$ cat config.mk
export PLATFORM = sky130hd
export DESIGN_NAME = mul_result_collector
export DESIGN_NICKNAME = d
export VERILOG_FILES = /design/src/rtl/mul_result_collector.sv
export SDC_FILE = /design/constraint.sdc
export NUM_CORES = 1
export LEC_CHECK = 0
export ABC_AREA = 1
export BUFFER_PORTS_ARGS = -buffer_cell sky130_fd_sc_hd__clkbuf_2
export CORE_ASPECT_RATIO = 0.75
export CORE_UTILIZATION = 46
export DETAILED_ROUTE_END_ITERATION = 16
export GPL_ROUTABILITY_DRIVEN = 0
export SETUP_SLACK_MARGIN = 0.15
export SYNTH_ARGS = -nofsm -noshare
export SYNTH_HDL_FRONTEND = slang
export SYNTH_SLANG_ARGS = --single-unit
$ cat constraint.sdc
create_clock -name clk -period 4.65 [get_ports clk]
set_input_delay 0.2325 -clock clk [delete_from_list [all_inputs] [get_ports clk]]
set_output_delay 0.2325 -clock clk [all_outputs]
set_load 0.1 [all_outputs]
$ cat src/rtl/mul_result_collector.sv
// Collects x1/x3/x7/x8 sequencer results into one checked record per grant
// and buffers the records in a small FIFO with a valid/ready output.
module mul_result_collector #(
  parameter int DATA_W = 11,
  parameter int DEPTH  = 2
) (
  input  logic                  clk,
  input  logic                  rst,
  input  logic                  in_grant,
  input  logic [DATA_W-1:0]     in_data,
  output logic                  res_valid,
  input  logic                  res_ready,
  output logic [4*DATA_W-1:0]   res_data,
  output logic                  res_err,
  output logic                  overflow,
  output logic [7:0]            abort_cnt
);
  localparam int AW = $clog2(DEPTH);

  // CAP1/CAP3/CAP7 are the states on the 1st/2nd/3rd cycle after the grant.
  localparam logic [1:0] S_IDLE = 2'd0;
  localparam logic [1:0] S_CAP1 = 2'd1;
  localparam logic [1:0] S_CAP3 = 2'd2;
  localparam logic [1:0] S_CAP7 = 2'd3;

  logic [1:0]          r_state;
  logic [DATA_W-1:0]   r_x1, r_x3, r_x7;
  logic [7:0]          r_abort;
  logic                r_ovf;

  logic [4*DATA_W-1:0] r_mem     [DEPTH];
  logic                r_mem_err [DEPTH];
  logic [AW-1:0]       r_wptr, r_rptr;
  logic [AW:0]         r_count;

  logic [DATA_W-1:0]   w_m3, w_m7, w_m8;
  logic                w_err, w_commit, w_early, w_full, w_pop, w_push;

  assign w_m8     = r_x1 << 3;
  assign w_m3     = (r_x1 << 1) + r_x1;
  assign w_m7     = w_m8 - r_x1;
  assign w_err    = (r_x3 != w_m3) || (r_x7 != w_m7) || (in_data != w_m8);
  assign w_commit = (r_state == S_CAP7);
  assign w_early  = in_grant && ((r_state == S_CAP1) || (r_state == S_CAP3));

  always_ff @(posedge clk or posedge rst) begin
    if (rst) begin
      r_state <= S_IDLE;
      r_x1    <= '0;
      r_x3    <= '0;
      r_x7    <= '0;
      r_abort <= '0;
    end else begin
      if (w_early && (r_abort != 8'hFF)) r_abort <= r_abort + 8'd1;
      case (r_state)
        S_IDLE: if (in_grant) begin
          r_x1    <= in_data;
          r_state <= S_CAP1;
        end
        S_CAP1: if (in_grant) begin
          r_x1    <= in_data;
          r_state <= S_CAP1;
        end else begin
          r_x3    <= in_data;
          r_state <= S_CAP3;
        end
        S_CAP3: if (in_grant) begin
          r_x1    <= in_data;
          r_state <= S_CAP1;
        end else begin
          r_x7    <= in_data;
          r_state <= S_CAP7;
        end
        default: begin
          // x8 arrives this cycle; a grant here is the normal back-to-back cadence
          if (in_grant) begin
            r_x1    <= in_data;
            r_state <= S_CAP1;
          end else begin
            r_state <= S_IDLE;
          end
        end
      endcase
    end
  end

  assign w_full = (r_count == (AW+1)'(DEPTH));
  assign w_pop  = (r_count != '0) && res_ready;
  assign w_push = w_commit && (!w_full || w_pop);

  always_ff @(posedge clk or posedge rst) begin
    if (rst) begin
      r_wptr  <= '0;
      r_rptr  <= '0;
      r_count <= '0;
      r_ovf   <= 1'b0;
      for (int i = 0; i < DEPTH; i++) begin
        r_mem[i]     <= '0;
        r_mem_err[i] <= 1'b0;
      end
    end else begin
      if (w_commit && w_full && !w_pop) r_ovf <= 1'b1;
      if (w_push) begin
        r_mem[r_wptr]     <= {in_data, r_x7, r_x3, r_x1};
        r_mem_err[r_wptr] <= w_err;
        r_wptr            <= r_wptr + 1'b1;
      end
      if (w_pop) r_rptr <= r_rptr + 1'b1;
      case ({w_push, w_pop})
        2'b10:   r_count <= r_count + 1'b1;
        2'b01:   r_count <= r_count - 1'b1;
        default: r_count <= r_count;
      endcase
    end
  end

  assign res_valid = (r_count != '0);
  assign res_data  = r_mem[r_rptr];
  assign res_err   = r_mem_err[r_rptr];
  assign overflow  = r_ovf;
  assign abort_cnt = r_abort;
endmodule
==> impl_results.md <==
* Max-slew headroom at 25.62%
* 1st-pass router iterations at 5
* Die Wd at 146.6 um
* TritonCTS clock tree: done
* Finish-stage setup viols at 0
* Vias in the first global route at 5585
* ANT cells at 0
* CP peak stage delay at 0.83 ns
* Clock buffer depth at 2
* Finished Layout Cells at 1190
* Port Buffers at 69
* Num rows at 39
* Yosys Warn Count at 0
* Final nets at 1014
* Initial antenna violation count at 0
* First-pass GRT wire length at 29340 um
* Most common cell after layout, fill and taps aside: nand2_1
* Worst-margin pin slew at 1.116 ns
* Routed WL at 17170 um
* Arrival time at the worst endpoint at 2.50 ns
* Register area share after synthesis at 47.85%
* Final cycle utilization of the critical path at 58.81%
* Die height at 110.5 um
* Worst-path clk slew at 0.06 ns
* Worst min-delay path class: primary input to async pin
* Critical path type: register to output pin
* Largest delay share family, worst path: buffers and inverters
* Resized cells post-CTS at 0
* Overall routing resource usage at 23.17%
* Fin Hold WS at -0.007831 ns
* Cells after Synth at 917
* Sinks on Clock Net at 138
* Syn Area/Cell at 7.870 sq um
* Syn Nets at 957
* Final min period at 2.735 ns
* # fillers at 1483
* Routed via count at 5851
* Drt initial violations at 386
* CP Cell Sequence: buf_4 > nand2_1 > o21ai_0 > clkbuf_2
* Status: finished with violations
* Hold Buf Count CTS at 0
* CP Launch Type: register
* Critical path endpoint category: output pin
* Initial core utilization at 47.25%
* Root buf cell: clkbuf_16
* H-tree depth at 4
* MaxCap Viol Count at 0
* Clk_skew at 0.009674 ns
* Post-Syn Area at 0.007217 sq mm
* DP Wirelength at 12060 um
* Placed insts at 1160
* Synth cell types at 33
* Routed Antenna Nets at 0
* Overall die area at 0.01620 sq mm
* Worst EP required at 4.42 ns
* Fmax at 365.7 MHz
* Area growth from synthesis to layout at 14.30%
* Largest net degree at the start of global routing at 100
* Most frequent cells in the layout: 300 x nand2_1, 148 x o21ai_0, 137 x dfrtp_1, 115 x inv_1, 69 x clkbuf_2
* Number of remaining DRC errors at 0
* Grt total ovfl at 0
* Routed len/inst at 14.43 um
* Vias/cell at 4.917
* Layout cell share with drive strength beyond 1 at 13.71%
* Pins Over Slew Limit at 0
* Final hold vios at 2
* Slowest cell on the critical path: dfrtp_2
* Num ports at 70
* Worst Path Max Fanout at 46
* Worst-skew pair later-pin latency at 0.42 ns
* Failing checks: hold timing
* Postcts setup bufs at 0
* Buf/Inv on CP at 2
* Std-Cell Core Area at 0.01527 sq mm
* Post-synthesis register bit count at 138
* RSZ-0062 raised after global routing: no
* TritonCTS Buffers at 17
* Setup Total Neg Slack at 0 ns
==> sequential cells by signal (all words and copies together), names as in the netlist <==
signal / flops
r_x7: 11
abort_cnt: 8
r_state: 2
r_x1: 11
r_rptr: 1
r_mem: 88
r_wptr: 1
r_x3: 11
overflow: 1
r_mem_err: 2
r_count: 2
==> synthesized netlist by cell type <==
cell      instances  area share, %
a211oi_1          1           0.10
a21boi_0          1           0.10
a21o_1            2           0.21
a21oi_1          13           0.90
a21oi_2           1           0.12
buf_1             1          0.052
buf_2            10           0.69
buf_4             2           0.21
clkbuf_1         21            1.1
clkbuf_2          1          0.069
dfrtp_1         138             48
fa_1              1           0.28
ha_1             24            4.2
inv_1           116            6.0
inv_2             5           0.26
nand2_1         300             16
nand2_2           9           0.78
nand3_1          29            2.0
nand3_2           5           0.69
nand3b_1          1           0.10
nand3b_2          1           0.16
nand4_1           5           0.43
nor2_1           23            1.2
nor2_2            8           0.69
nor2_4            1           0.16
nor3_1            1          0.069
nor4_1            3           0.26
o21a_1            1           0.10
o21ai_0         148             10
o21bai_1          1           0.10
or2_2             3           0.26
xnor2_1          20            2.4
xor2_1           21            2.5
==> metal layers <==
| layer | track usage, % | wire length [um] | part of all wire (%) |
|---|---|---|---|
| met1 | 36.57 | 9308 | 54 |
| met2 | 31.94 | 6770 | 39 |
| met3 | 4.339 | 872 | 5.1 |
| met4 | 6.250 | 223 | 1.3 |
| met5 | 0 | 0 | 0 |
==> metrics by stage <==
| stage | setup slack (ns) | cell area [sq um] | utilization, % | hold slack (ns) |
|---|---|---|---|---|
| after CTS | 1.885 | 8249 | 54.01 | 0.03868 |
| after floorplan | 0.7213 | 7217 | - | 0.3421 |
| after global placement | 2.263 | 7702 | 50.43 | 0.4542 |
| final | 1.915 | 8249 | 54.01 | -0.007831 |
| after global routing | 1.740 | 8249 | 54.01 | 0.07537 |
| after detailed placement | 2.222 | 7702 | 50.43 | 0.4598 |
==> cell type report <==
| type | instances | area, sq um | share of cell area (%) |
|---|---|---|---|
| sequential | 138 | 3455 | 41.88 |
| multi-input combinational | 623 | 3157 | 38.27 |
| clock buffer | 23 | 478.0 | 5.794 |
| inverter | 121 | 459.2 | 5.567 |
| timing repair buffer | 73 | 375.4 | 4.550 |
| tap | 205 | 256.5 | 3.109 |
| clock inverter | 7 | 68.82 | 0.8342 |
==> worst register-to-register path, cell delays in order, from the launching register on <==
cell,delay (ns)
dfrtp_1,0.49
ha_1,0.30
fa_1,0.39
or2_2,0.29
nand3_1,0.07
nand2_1,0.05
nor4_1,0.21
nand3_1,0.12
nor2_1,0.15
nand3_2,0.12
nand2_1,0.08
nand2_1,0.05
==> final timing paths <==
path / from / end / slack (ns) / cells past startpoint
max in group asynchronous: rst / r_mem[42] / 3.59 / 3
worst max-delay path: r_rptr / res_data[7] / 1.92 / 4
worst min register to register: r_mem[23] / r_mem[23] / 0.47 / 2
min in group clk: res_ready / r_rptr / 0.10 / 3
worst max register to register: r_x1[0] / r_mem_err[1] / 2.23 / 11
worst min-delay path: rst / r_mem[65] / -0.008 / 2
==> cells by family after synthesis <==
logic type / synth area share (%)
adder cells (fa/ha/maj): 4.438
AND/OR/NAND/NOR: 22.42
buffers and inverters: 8.408
AO/OA/AOI/OAI: 11.91
flip-flops: 47.85
XOR/XNOR: 4.976
Power is left out: the tool's default activity adds up to more than one toggle a clock period on the data nets, which glitch-free logic cannot reach.
